[src/rtl/divider_sequential_if.sv]
// Handshake bundle for the sequential divider: request (valid_in, n, d) and
// response (busy, valid_out, q, rem, div_zero, overflow).
interface divider_sequential_if #(
    parameter int WIDTH = 32
);
    logic                   valid_in;
    logic [2*WIDTH-1:0]     n;
    logic [WIDTH-1:0]       d;
    logic                   busy;
    logic                   valid_out;
    logic [WIDTH-1:0]       q;
    logic [WIDTH-1:0]       rem;
    logic                   div_zero;
    logic                   overflow;

    modport master (
        output valid_in, n, d,
        input  busy, valid_out, q, rem, div_zero, overflow
    );

    modport slave (
        input  valid_in, n, d,
        output busy, valid_out, q, rem, div_zero, overflow
    );
endinterface

[src/rtl/divider_sequential.sv]
// Multi-cycle unsigned restoring divider, one quotient bit per cycle.
// Optional DIVIDER_EARLY_EXIT_EN: divide-by-zero/overflow skip the iteration loop.
module divider_sequential #(
    parameter int WIDTH = 32
) (
    input  logic                 clk,
    input  logic                 reset,
    divider_sequential_if.slave  bus
);
    localparam int CNT_W = $clog2(WIDTH + 1);

    typedef enum logic [1:0] {IDLE, RUN, DONE} state_t;

    state_t             state;
    logic [WIDTH-1:0]   part_rem;
    logic [WIDTH-1:0]   shift_q;
    logic [WIDTH-1:0]   n_lo;
    logic [WIDTH-1:0]   d_r;
    logic [CNT_W-1:0]   count;
    logic               dz_r;
    logic               ovf_r;

    logic [WIDTH:0]     t;
    logic               ge;
    logic               accept;
    logic               in_dz;
    logic               in_ovf;

    // Flagged results saturate the quotient; the remainder depends on the flag.
    function automatic logic [WIDTH-1:0] result_q(input logic dz, input logic ovf,
                                                  input logic [WIDTH-1:0] raw);
        return (dz || ovf) ? {WIDTH{1'b1}} : raw;
    endfunction

    function automatic logic [WIDTH-1:0] result_rem(input logic dz, input logic ovf,
                                                    input logic [WIDTH-1:0] raw,
                                                    input logic [WIDTH-1:0] lo);
        if (dz)
            return lo;
        else if (ovf)
            return '0;
        else
            return raw;
    endfunction

    always_comb begin
        t      = {part_rem, shift_q[WIDTH-1]};
        ge     = (t >= {1'b0, d_r});
        accept = bus.valid_in && (state != RUN);
        in_dz  = (bus.d == '0);
        in_ovf = !in_dz && (bus.n[2*WIDTH-1:WIDTH] >= bus.d);
    end

    always_ff @(posedge clk) begin
        if (reset) begin
            state         <= IDLE;
            count         <= '0;
            bus.busy      <= 1'b0;
            bus.valid_out <= 1'b0;
            bus.q         <= '0;
            bus.rem       <= '0;
            bus.div_zero  <= 1'b0;
            bus.overflow  <= 1'b0;
        end else begin
            bus.valid_out <= 1'b0;
            case (state)
                RUN: begin
                    part_rem <= ge ? WIDTH'(t - {1'b0, d_r}) : t[WIDTH-1:0];
                    shift_q  <= {shift_q[WIDTH-2:0], ge};
                    count    <= count - CNT_W'(1);
                    if (count == CNT_W'(1)) begin
                        state    <= DONE;
                        bus.busy <= 1'b0;
                    end
                end
                DONE: begin
                    bus.valid_out <= 1'b1;
                    bus.q         <= result_q(dz_r, ovf_r, shift_q);
                    bus.rem       <= result_rem(dz_r, ovf_r, part_rem, n_lo);
                    bus.div_zero  <= dz_r;
                    bus.overflow  <= ovf_r;
                    state         <= IDLE;
                end
                default: ;
            endcase

            // A request seen in IDLE or DONE overrides the IDLE return above,
            // which is what lets operations chain back-to-back.
            if (accept) begin
                part_rem <= bus.n[2*WIDTH-1:WIDTH];
                shift_q  <= bus.n[WIDTH-1:0];
                n_lo     <= bus.n[WIDTH-1:0];
                d_r      <= bus.d;
                dz_r     <= in_dz;
                ovf_r    <= in_ovf;
                count    <= CNT_W'(WIDTH);
`ifdef DIVIDER_EARLY_EXIT_EN
                if (in_dz || in_ovf) begin
                    state    <= DONE;
                    bus.busy <= 1'b0;
                end else begin
                    state    <= RUN;
                    bus.busy <= 1'b1;
                end
`else
                state    <= RUN;
                bus.busy <= 1'b1;
`endif
            end
        end
    end
endmodule

[src/flat_wrapper.sv]
// flat-port wrapper written by rule: the top's interface ports become plain ports
module divider_sequential_flat 
#(
    parameter int WIDTH = 32
)
  (clk, reset, bus_valid_in, bus_n, bus_d, bus_busy, bus_valid_out, bus_q, bus_rem, bus_div_zero, bus_overflow);
  divider_sequential_if #(.WIDTH(WIDTH)) bus_i ();
  input  logic clk;
  input  logic reset;
  input wire logic [$bits(bus_i.valid_in)-1:0] bus_valid_in;
  input wire logic [$bits(bus_i.n)-1:0] bus_n;
  input wire logic [$bits(bus_i.d)-1:0] bus_d;
  output wire logic [$bits(bus_i.busy)-1:0] bus_busy;
  output wire logic [$bits(bus_i.valid_out)-1:0] bus_valid_out;
  output wire logic [$bits(bus_i.q)-1:0] bus_q;
  output wire logic [$bits(bus_i.rem)-1:0] bus_rem;
  output wire logic [$bits(bus_i.div_zero)-1:0] bus_div_zero;
  output wire logic [$bits(bus_i.overflow)-1:0] bus_overflow;
  assign bus_i.valid_in = bus_valid_in;
  assign bus_i.n = bus_n;
  assign bus_i.d = bus_d;
  assign bus_busy = bus_i.busy;
  assign bus_valid_out = bus_i.valid_out;
  assign bus_q = bus_i.q;
  assign bus_rem = bus_i.rem;
  assign bus_div_zero = bus_i.div_zero;
  assign bus_overflow = bus_i.overflow;
  divider_sequential #(.WIDTH(WIDTH)) u_core (.clk(clk), .reset(reset), .bus(bus_i));
endmodule
[config.mk]
export PLATFORM = sky130hd
export DESIGN_NAME = divider_sequential_flat
export DESIGN_NICKNAME = d
export VERILOG_FILES = /design/src/rtl/divider_sequential_if.sv /design/src/rtl/divider_sequential.sv /design/src/flat_wrapper.sv
export SDC_FILE = /design/constraint.sdc
export NUM_CORES = 1
export LEC_CHECK = 0
export ABC_AREA = 1
export CAP_MARGIN = 20
export CORE_MARGIN = 3
export CORE_UTILIZATION = 50
export DETAILED_ROUTE_END_ITERATION = 12
export PLACE_DENSITY = 0.74
export SKIP_LAST_GASP = 1
export SYNTH_ARGS = -nofsm -noshare
export SYNTH_HDL_FRONTEND = slang
export SYNTH_SLANG_ARGS = --single-unit
[constraint.sdc]
create_clock -name clk -period 5.95 [get_ports clk]
set_clock_uncertainty 0.15 [all_clocks]
set_input_delay 0.8925 -clock clk [delete_from_list [all_inputs] [get_ports clk]]
set_output_delay 0.8925 -clock clk [all_outputs]
set_load 0.05 [all_outputs]
# Word level (Yosys, flattened, before mapping)
# Index checks and enable logic that the tools add are counted.
word_totals:
  latchBits: 0
  inputBits: 99
  n_memories: 0
  mem_bits_ro: 0
  output_inout_bits: 68
  ram_bits: 0
  register_bits: 206
classes:
  add_sub_neg: 2
  mux: 17
  n_bitwise: 1
  order_cmp: 2
  n_reduce_logical: 15
  shifts: 0
  n_eq_ne: 6
  div_mod_pow: 0
  mul: 0
ops:
  columns: ["operator", "n"]
  rows:
  - ["2-to-1 mux 32 bit", 8]
  - [">= comparator 33 x 32 -> 1 bit", 1]
  - [">= comparator 32 bit", 1]
  - ["zero test 32 bit", 1]
  - ["subtractor 32 bit", 1]
  - ["2-to-1 mux 6 bit", 2]
  - ["AND reduction 2 bit", 5]
  - ["equality test 6 x 1 -> 1 bit, second input constant", 1]
  - ["nonzero test 2 bit", 3]
  - ["subtractor 6 x 1 -> 6 bit, second input constant", 1]
  - ["2-to-1 mux 1 bit", 5]
  - ["inequality test 2 x 1 -> 1 bit, second input constant", 2]
  - ["case mux 2 bit (2 select lines)", 1]
  - ["inequality test 3 x 1 -> 1 bit, second input constant", 1]
  - ["nonzero test 3 bit", 1]
  - ["equality test 2 x 1 -> 1 bit, second input constant", 1]
  - ["equality test 2 bit, second input constant", 1]
  - ["logical AND 1 bit", 2]
  - ["2-to-1 mux 2 bit", 1]
  - ["OR reduction 2 bit", 1]
  - ["zero test 1 bit", 1]
  - ["logical OR 1 bit", 1]
  - ["inverter 1 bit", 1]

# Logic depth before layout (Yosys ltp)
# Gate-level depths: netlist (run 1).
depth:
  word_depth: 4
  mapped_depth: 16
  depth_no_buf: 16

# Worst setup path before layout (run 1)
# No wires, ideal clock.
synth_path:
  kind: "input to register"
  startpoint: "input port bus_valid_in"
  endpoint: "register u_core.d_r[0] (enable)"
  slack_ns: 0.872
  cell_stages: 6
  path_buffers: 2
  arrival_ns: 4.437
  setup_ns: 0.491
  cell_sequence: "inv_1 > nor2_2 > inv_1 > clkbuf_1 > buf_1 > nor2_1"
synth_via:
  elab_chain_cells: 2
synth_lines:
  columns: ["element", "line_no", "source"]
  rows:
  - ["from (decl)", "flat_wrapper.sv:10", "input wire logic [$bits(bus_i.valid_in)-1:0] bus_valid_in;"]
  - ["logical AND 1 bit", "divider_sequential.sv:49", "accept = bus.valid_in && (state != RUN);"]
  - ["AND reduction 2 bit (no line)", null, null]
  - ["to (signal assigned)", "divider_sequential.sv:93", "d_r <= bus.d;"]
  - ["to (decl)", "divider_sequential.sv:18", "logic [WIDTH-1:0] d_r;"]
# Every way passes these cells.
# A chain may end at the register's enable or synchronous reset.

# Worst setup path after layout (run 1)
layout_path:
  startpoint: "register u_core.part_rem[7]"
  endpoint: "register u_core.part_rem[23] (data pin)"
layout_via:
  elab_chain_cells: 4
layout_lines:
  columns: ["element", "line_no", "source"]
  rows:
  - ["from (decl)", "divider_sequential.sv:15", "logic [WIDTH-1:0] part_rem;"]
  - ["from (signal assigned)", "divider_sequential.sv:68", "part_rem <= ge ? WIDTH'(t - {1'b0, d_r}) : t[WIDTH-1:0];"]
  - ["from (signal assigned)", "divider_sequential.sv:90", "part_rem <= bus.n[2*WIDTH-1:WIDTH];"]
  - ["subtractor 32 bit or >= comparator 33 x 32 -> 1 bit (tied branches)", "divider_sequential.sv:68, divider_sequential.sv:48", null]
  - ["2-to-1 mux 32 bit (*)", "divider_sequential.sv:68", null]
  - ["2-to-1 mux 32 bit (*)", "divider_sequential.sv:66", "case (state)"]
  - ["2-to-1 mux 32 bit (*)", "divider_sequential.sv:89", "if (accept) begin"]
# Every way passes the cells marked *; elsewhere a longest branch is shown, timed or not. The select of a mux whose other input is x is not followed.

==> flow_summary.ini, run 1 <==
[clock_tree]
htree_levels = 1
numClockSinks = 206
number_of_instances_resized_during_post_cts_repair = 0
clk_transition_reported_paths_ps = 60
hold_buffers = 0
tritoncts = built
clock_path_buffers = 3
clk_root_buffer_cell = clkbuf_16
tritoncts.num_buffers = 22
clkLatencyLatePin_ps = 530
cts.repair_timing.setup_buffer_count = 0

[worst_setup_path]
timing.setup.critical_path_class = reg2reg
critical_path.slowest_cell = nor2_4
worst_ep_required_time_ps = 6180
worst-endpoint-arrival_ps = 3600
critical-path-top-cell-by-count = nand2_1
critical_path.max_fanout = 33
worst_setup_sp_type = flip-flop
path_delay_family = simple AND/OR/NAND/NOR gates
critPathMaxStageDelay_ps = 720
critical_path_buf_inv_count = 1
worstSetupEndpointType = flip-flop
cp-startpoint = u_core.part_rem[7]
r2r-start = u_core.part_rem[7]
cp_cell_sequence = ha_1, nand2_1, inv_1, a21oi_2, nand3_1, nand2_1, nand2_2, nand2_2, nand2_4, nor2_4, nand2_1, nand3_1

[routing]
antenna_violating_nets_post_route = 0
detail_route.wl_per_cell_um = 17.80
first_iter_violations = 739
route.detailed.drc = 0
via_count_normalized_by_instance_count = 5.407
drt-total-wl_um = 33080
route.vias.total = 10046
detailedRoute.firstPassIterationCount = 6

[synthesis]
yosys.area.top_type = edfxtp_1
syn-mean-instance-area_um2 = 8.026
ys_types = 34
synth-seq-area-share_pct = 47.87
mappedNetlistArea_um2 = 11330
synth-seq-cells = 206
post-synth-top-area-fraction_pct = 34.44
synth_nets = 1580
synthesis.instances = 1412
synth_area_leaders = edfxtp_1 (34%), dfxtp_1 (13%), nand2_1 (11%)
ys_warn_count = 0

[finish]
multi_input_area_um2 = 4870
fraction_of_layout_instances_using_a_drive_strength_above_1_pct = 3.739
num_antenna_cells = 0
syn_to_final_growth_pct = 23.25
num-fill-cells = 1908
final_net_count = 1730
final_design_area_no_fill_um2 = 13970
final_cell_count_no_fill = 1858
area_taken_by_flip_flops_and_latches_um2 = 5425

[run]
drv.max_cap_violation_count = 0

[placement]
place_inst = 1817
port-buffer-count = 166
gp_congestion = 0.9435
dp_hpwl_um = 24600
postPlaceCellArea_um2 = 13240

[global_route]
first_global_vias = 9631
grt_overflow = 0
grt_pass1_wl_um = 50940
grt_antenna_before_repair = 0
global_route.usage.total_pct = 26.60
grt_start_max_net_pins = 98

[timing]
final_max_slew_viol_count = 0
timing_hold_violations_final = 0
finalCritPeriodShare_pct = 56.58
timing.slew.headroom_pct = 30.36
maxClockFrequency_mhz = 297.0
rsz0062_at_grt = false
finalCriticalPeriod_ps = 3367
finalSetupViolations = 0
timing_worst_slew_pin_value_ps = 1043
setup_total_negative_slack_ps = 0

[run_status]
outcome = finished clean

[worst_hold_path]
timing.hold.worst.start = u_core.bus.div_zero
timing.hold.worst.class = reg2reg

[power]
power.density_cell_area_nw_per_um2 = 280.4
ir_drop_mv = 0.1734
cellLeakagePower_nw = 6.204

[floorplanning]
standard_cell_row_count = 54
die_span_in_y_um = 156.6
core_um2 = 22030
die_width_um = 156.6
overall_die_area_um2 = 24510
io_pins = 167
start_util_pct = 51.45
sequential cells by signal, summed over array words and instances (netlist names):
| register | count |
|---|---|
| u_core.part_rem | 32 |
| u_core.bus.div_zero | 1 |
| u_core.bus.overflow | 1 |
| u_core.bus.busy | 1 |
| u_core.ovf_r | 1 |
| u_core.bus.q | 32 |
| u_core.d_r | 32 |
| u_core.shift_q | 32 |
| u_core.count | 6 |
| u_core.state | 2 |
| u_core.dz_r | 1 |
| u_core.bus.valid_out | 1 |
| u_core.n_lo | 32 |
| u_core.bus.rem | 32 |
worst paths after layout:
| path | end | slack (ps) | depth (start not counted) |
|---|---|---|---|
| setup / recovery | u_core.part_rem[23] | 2580 | 12 |
| hold / removal | u_core.bus.div_zero | 330 | 2 |
| setup reg to reg | u_core.part_rem[23] | 2580 | 12 |
| hold reg to reg | u_core.bus.div_zero | 330 | 2 |
routing by layer:
| metal | vias up | share of wire [%] | track usage [%] |
|---|---|---|---|
| li1 | 4937 | - | - |
| met1 | 4626 | 42 | 35.76 |
| met2 | 424 | 46 | 44.00 |
| met3 | 59 | 8.1 | 4.425 |
| met4 | 0 | 3.2 | 8.795 |
| met5 | - | 0 | 0 |
kinds of logic (layout without fill, tap and decap cells):
kind of cell | count (synthesis) | in the layout | share of synthesized area, %
XOR/XNOR | 16 | 16 | 1.237
AND/OR/NAND/NOR | 617 | 617 | 22.62
AO/OA/AOI/OAI | 231 | 231 | 11.15
buffers and inverters | 273 | 439 | 9.439
flip-flops | 206 | 206 | 47.87
adder cells (fa/ha/maj) | 69 | 69 | 7.684
synthesized netlist by cell type (all sizes together):
cell / n
nand2: 343
inv: 223
nor2: 138
edfxtp: 130
a21oi: 106
nand3: 100
o21ai: 84
dfxtp: 76
ha: 68
clkbuf: 38
a22oi: 29
nand4: 22
xor2: 15
buf: 12
nor3: 8
o21bai: 6
nand3b: 4
nor4: 2
o21a: 2
a211oi: 1
a31oi: 1
fa: 1
o211ai: 1
o22ai: 1
xnor2: 1
where the power goes:
group	leakage, nW	total (W)	switching (W)	internal (W)
clock	0.350	0.00137	0.000570	0.000795
sequential	1.84	0.00170	0.0000591	0.00164
combinational	4.01	0.000855	0.000551	0.000303
worst register-to-register path: stages, from the launching register on:
cell and delay (ps):
edfxtp_1 480, ha_1 380, nand2_1 140, inv_1 70, a21oi_2 160, nand3_1 210
nand2_1 130, nand2_2 80, nand2_2 140, nand2_4 270, nor2_4 720, nand2_1 150
nand3_1 130
through the flow:
step	power, W	hold slack [ps]	setup slack, ps	util [%]
floorplan	0.002278	303.8	872.3	-
global route	0.004104	348.6	2429	63.42
global placement	0.002550	303.8	2200	60.00
CTS	0.003930	325.4	2629	63.35
finish	0.003917	332.8	2583	63.42
detailed placement	0.002566	317.4	2152	60.13
layout by cell type, fill, tap and decap left out, types with 4 or more instances in the layout:
| cell | count |
|---|---|
| nor2_4 | 4 |
| clkdlybuf4s50_1 | 166 |
| nand4_1 | 22 |
| edfxtp_1 | 130 |
| o21bai_1 | 6 |
| nor3_1 | 7 |
| nand3_1 | 100 |
| clkbuf_16 | 22 |
| clkbuf_1 | 6 |
| dfxtp_1 | 76 |
| nand2_1 | 340 |
| clkinv_2 | 5 |
| nor2_1 | 130 |
| buf_4 | 7 |
| inv_1 | 221 |
| o21ai_0 | 84 |
| ha_1 | 68 |
| nor2_2 | 4 |
| a21oi_1 | 103 |
| xor2_1 | 15 |
| a22oi_1 | 29 |
| nand3b_1 | 4 |
layout make-up:
class	instances	area share, %
Clock buffer	30	4.300
Clock inverter	10	0.7793
Inverter	223	5.992
Multi-Input combinational cell	933	34.86
Sequential cell	206	38.84
Tap cell	280	2.508
Timing Repair Buffer	176	12.72
No activity file was read; power rests on OpenSTA's default activity.
==> inputs of run 2 (changes only) <==
PLACE_DENSITY = 0.77   (was 0.74)
clock period = 2.75 ns   (was 5.95 ns; I/O delays follow)
==> run 2 against run 1 <==
Design area up 2.9%. Largest cell class unchanged. Count of clock-buffer cells in the layout is 3 lower. Global-route usage rose by 1.8 points.
==> flow_summary.ini, run 2 (synthesis results as in run 1) <==
[timing]
finalSetupViolations = 0
timing_hold_violations_final = 0
finalCritPeriodShare_pct = 96.00
rsz0062_at_grt = true
final_max_slew_viol_count = 0
finalCriticalPeriod_ps = 2640
timing_worst_slew_pin_value_ps = 612.1
maxClockFrequency_mhz = 378.8
timing.slew.headroom_pct = 59.15

[finish]
mostFrequentLayoutCell = nand2_1
final_cell_count_no_fill = 1901
num-fill-cells = 1860
commonest_cells_after_routing_fill_and_taps_aside = nand2_1 (340), inv_1 (220), clkdlybuf4s50_1 (166)
fraction_of_layout_instances_using_a_drive_strength_above_1_pct = 6.971
syn_to_final_growth_pct = 26.83
final_net_count = 1773
num_antenna_cells = 0

[clock_tree]
clk_transition_reported_paths_ps = 60
clkLatencyLatePin_ps = 530
htree_levels = 1
tritoncts.num_buffers = 23
clk_root_buffer_cell = clkbuf_16
clock_path_buffers = 3
hold_buffers = 0
numClockSinks = 206
tritoncts = built

[routing]
drt-total-wl_um = 35490
detailedRoute.firstPassIterationCount = 6
route.detailed.drc = 0
route.vias.total = 10434
antenna_violating_nets_post_route = 0
first_iter_violations = 914
via_count_normalized_by_instance_count = 5.489
detail_route.wl_per_cell_um = 18.67

[worst_setup_path]
reg2reg_slack_ps = 110
path_delay_family = simple AND/OR/NAND/NOR gates
critical_path.max_fanout = 14
critical_path_buf_inv_count = 1
cp_cell_sequence = ha_1, nand2_1, nor2_1, nand2_1, nor2_2, nand3_1, nand3_1, nor2_4, nand2_4, nor2_4, buf_12, nand2_1, nand3_1
worstSetupEndpointType = flip-flop
rr_worst_depth = 13
r2r-start = u_core.part_rem[7]
worst-endpoint-arrival_ps = 2730
critPathMaxStageDelay_ps = 450
cp-startpoint = u_core.part_rem[7]
critical_path.slowest_cell = edfxtp_1
worst_setup_sp_type = flip-flop
worst_ep_required_time_ps = 2840
timing.setup.critical_path_class = reg2reg
reg2reg_to = u_core.part_rem[25]

[worst_hold_path]
min_to = u_core.d_r[9]
timing.hold.worst.start = bus_d[9]
worstHoldPathCells = 1
timing.hold.worst.class = in2reg

[global_route]
first_global_vias = 10182
grt_start_max_net_pins = 73
grt_antenna_before_repair = 0
global_route.usage.total_pct = 28.45
grt_pass1_wl_um = 54700
grt_overflow = 0

[power]
power_w = 0.008660
ir_drop_mv = 0.3977
cellLeakagePower_nw = 6.433
power.density_cell_area_nw_per_um2 = 602.5

[run_status]
outcome = finished clean

[floorplanning]
core_um2 = 22030
io_pins = 167
die_width_um = 156.6
start_util_pct = 51.45
standard_cell_row_count = 54
die_span_in_y_um = 156.6
overall_die_area_um2 = 24510

[placement]
gp_congestion = 1.012
port-buffer-count = 166
place_inst = 1855
dp_hpwl_um = 26450

[run]
drv.max_cap_violation_count = 0
==> run 2: cell count changes in the layout (fill, tap and decap cells not counted), moves of 2 or more <==
cell	before	now
clkbuf_1	6	3
buf_4	7	44
nor2_2	4	6
clkinv_4	0	2
ha_2	0	3
nor2_1	130	128
ha_1	68	64
buf_12	1	7
==> run 2: final cells by class <==
type | instances | area [µm²] | share of cell area, %
Sequential cell | 206 | 5425 | 37.74
Multi-Input combinational cell | 933 | 4903 | 34.11
Timing Repair Buffer | 218 | 2147 | 14.94
Inverter | 223 | 837.1 | 5.823
Clock buffer | 27 | 600.6 | 4.178
Tap cell | 280 | 350.3 | 2.437
Clock inverter | 14 | 110.1 | 0.7660
==> run 2: per-layer routing <==
layer  up-vias  part of all wire, %  global-route usage, %
li1       5028                    -                      -
met1      4793                   40                  37.44
met2       520                   47                  47.26
met3        93                  9.0                  4.231
met4         0                  4.3                  11.59
met5         -                    0                      0
==> run 2: how the worst max path moves through the flow <==
stage	endpoint	slack (ps)	depth (start not counted)
3_5_place_dp	u_core.ovf_r	90	11
3_3_place_gp	u_core.ovf_r	100	11
2_1_floorplan	u_core.d_r[0]	10	8
6_report	u_core.part_rem[25]	110	13
4_1_cts	u_core.part_rem[25]	80	13
5_1_grt	u_core.part_rem[31]	-6	13
==> run 2: report_power, final <==
part           switching [W]  internal (W)
Clock                0.00129       0.00167
Combinational        0.00128      0.000770
Sequential          0.000106       0.00354
Total                0.00268       0.00598
==> run 2: metrics by stage <==
stage | hold WS, ps | worst slack [ps] | TNS, ps | utilization [%] | instance area [µm²]
3_3_place_gp | 300.6 | 97.18 | 0 | 61.67 | 13580
6_report | 315.3 | 109.9 | 0 | 65.26 | 14370
2_1_floorplan | 303.8 | 10.62 | 0 | - | 11380
4_1_cts | 305.9 | 79.30 | 0 | 64.90 | 14300
5_1_grt | 323.4 | -6.110 | -6.110 | 65.26 | 14370
3_5_place_dp | 315.1 | 87.05 | 0 | 61.67 | 13580
==> run 2: worst reg2reg max path: stages, from the launching register on <==
cell	delay (ps)
edfxtp_1	450
ha_1	390
nand2_1	120
nor2_1	210
nand2_1	110
nor2_2	180
nand3_1	100
nand3_1	140
nor2_4	50
nand2_4	90
nor2_4	60
buf_12	150
nand2_1	60
nand3_1	90
==> run 2: what timing repair did <==
item,in CTS,in global routing
buffers inserted,0,4
setup endpoints to repair,0,24
resized for setup,0,8
==> inputs of run 3 (changes only) <==
PLACE_DENSITY = 0.74   (was 0.77)
clock period = 3.2 ns   (was 2.75 ns; I/O delays follow)
==> run 3 against run 2 <==
Global-route usage fell by 0.66 points. Critical endpoint is now u_core.part_rem[26]. First-iteration DRC count fell by 17%. Total power fell by 16%. Sequential share of layout area rose by 0.93 points. Critical path type unchanged. Clock power fell by 15%. Combinational power fell by 20%.
==> flow_summary.ini, run 3 (synthesis results as in run 1) <==
[clock_tree]
clock_path_buffers = 3
cts.repair_timing.setup_buffer_count = 0
numClockSinks = 206
number_of_instances_resized_during_post_cts_repair = 0
htree_levels = 1
tritoncts = built
tritoncts.num_buffers = 22
clkLatencyLatePin_ps = 510
clk_root_buffer_cell = clkbuf_16
clk_transition_reported_paths_ps = 60
hold_buffers = 0

[timing]
rsz0062_at_grt = false
timing.slew.headroom_pct = 55.97
finalCriticalPeriod_ps = 2910
finalSetupViolations = 0
timing_hold_violations_final = 0
timing_worst_slew_pin_value_ps = 659.5
finalCritPeriodShare_pct = 90.93
setup_total_negative_slack_ps = 0
maxClockFrequency_mhz = 343.7
final_max_slew_viol_count = 0

[worst_setup_path]
cp_cell_sequence = ha_1, nand2_1, nor2_1, nand2_1, nor2_1, nand3_1, nand3_1, nor2_4, nand2_4, nor2_4, buf_4, nand2_1, nand3_1
rr_worst_depth = 13
reg2reg_slack_ps = 290
worst_ep_required_time_ps = 3300
critical_path.slowest_cell = edfxtp_1
r2r-start = u_core.part_rem[6]
reg2reg_to = u_core.part_rem[26]
path_delay_family = simple AND/OR/NAND/NOR gates
critical_path.max_fanout = 16
worst_setup_sp_type = flip-flop
worst-endpoint-arrival_ps = 3010
critical_path_buf_inv_count = 1
timing.setup.critical_path_class = reg2reg
critPathMaxStageDelay_ps = 470
worstSetupEndpointType = flip-flop

[power]
cellLeakagePower_nw = 6.238
power.density_cell_area_nw_per_um2 = 521.0
ir_drop_mv = 0.3917

[floorplanning]
core_um2 = 22030
overall_die_area_um2 = 24510
standard_cell_row_count = 54
start_util_pct = 51.45
die_span_in_y_um = 156.6
io_pins = 167
die_width_um = 156.6

[finish]
final_net_count = 1737
syn_to_final_growth_pct = 23.77
commonest_cells_after_routing_fill_and_taps_aside = nand2_1 (340), inv_1 (221), clkdlybuf4s50_1 (166)
fraction_of_layout_instances_using_a_drive_strength_above_1_pct = 4.416
num_antenna_cells = 0
mostFrequentLayoutCell = nand2_1
final_cell_count_no_fill = 1865
num-fill-cells = 1892

[routing]
detailedRoute.firstPassIterationCount = 5
first_iter_violations = 759
antenna_violating_nets_post_route = 0
via_count_normalized_by_instance_count = 5.446
route.vias.total = 10157
detail_route.wl_per_cell_um = 18.58
drt-total-wl_um = 34650
route.detailed.drc = 0

[run_status]
outcome = finished clean

[global_route]
grt_overflow = 0
grt_antenna_before_repair = 1
first_global_vias = 9867
global_route.usage.total_pct = 27.79
grt_pass1_wl_um = 53270
grt_start_max_net_pins = 98

[placement]
gp_congestion = 0.9876
port-buffer-count = 166
place_inst = 1825
dp_hpwl_um = 26210

[worst_hold_path]
timing.hold.worst.class = reg2reg
timing.hold.worst.start = u_core.bus.div_zero
worstHoldPathCells = 2
min_to = u_core.bus.div_zero

[run]
drv.max_cap_violation_count = 0
## run 3: cell types whose count changed in the layout (fill, tap and decap cells not counted), sizes merged
cell / delta
inv: -1
clkbuf: +3
buf: -35
clkinv: -5
clkinvlp: +2
## run 3: layout make-up
type | instances | area, µm² | area share, %
multi-input combinational | 933 | 4870 | 34.72
clock inverter | 10 | 86.33 | 0.6155
clock buffer | 30 | 631.9 | 4.505
tap | 280 | 350.3 | 2.498
inverter | 223 | 837.1 | 5.967
sequential | 206 | 5425 | 38.68
timing repair buffer | 183 | 1827 | 13.02
## run 3: power breakdown
group          switching (W)  internal [W]  leakage [nW]
Combinational        0.00105      0.000577          4.05
Clock                0.00106       0.00147         0.353
Sequential          0.000105       0.00305          1.84
## run 3: worst reg2reg max path, cell delays in order (launching register included)
cell and delay, ps:
edfxtp_1 470, ha_1 410, nand2_1 130, nor2_1 350
nand2_1 100, nor2_1 130, nand3_1 90, nand3_1 140
nor2_4 70, nand2_4 210, nor2_4 50, buf_4 200
nand2_1 90, nand3_1 70
## run 3: layer usage
metal / track usage [%] / wire [µm]
met1: 37.60 / 14920
met2: 45.62 / 15910
met3: 4.287 / 2400
met4: 9.837 / 1409
met5: 0 / 11
## run 3: how the worst max path moves through the flow
stage / from / endpoint / cells past startpoint
global placement: u_core.part_rem[6] / u_core.part_rem[21] / 13
global route: u_core.part_rem[4] / u_core.part_rem[24] / 13
detailed placement: u_core.part_rem[6] / u_core.part_rem[26] / 13
floorplan: u_core.state[1] / u_core.part_rem[0] / 5
CTS: u_core.part_rem[4] / u_core.part_rem[26] / 13
finish: u_core.part_rem[6] / u_core.part_rem[26] / 13
## run 3: through the flow
| step | hold WS, ps | util, % | cell area (µm²) | setup WS, ps | total power (W) |
|---|---|---|---|---|---|
| finish | 310.7 | 63.68 | 14030 | 290.3 | 0.007309 |
| global route | 354.4 | 63.68 | 14030 | 104.1 | 0.007645 |
| CTS | 316.8 | 63.68 | 14030 | 350.9 | 0.007333 |
| detailed placement | 304.3 | 60.42 | 13310 | 382.6 | 0.004812 |
| global placement | 300.5 | 60.42 | 13310 | 391.8 | 0.004797 |
| floorplan | 303.8 | - | 11340 | 11.87 | 0.004231 |
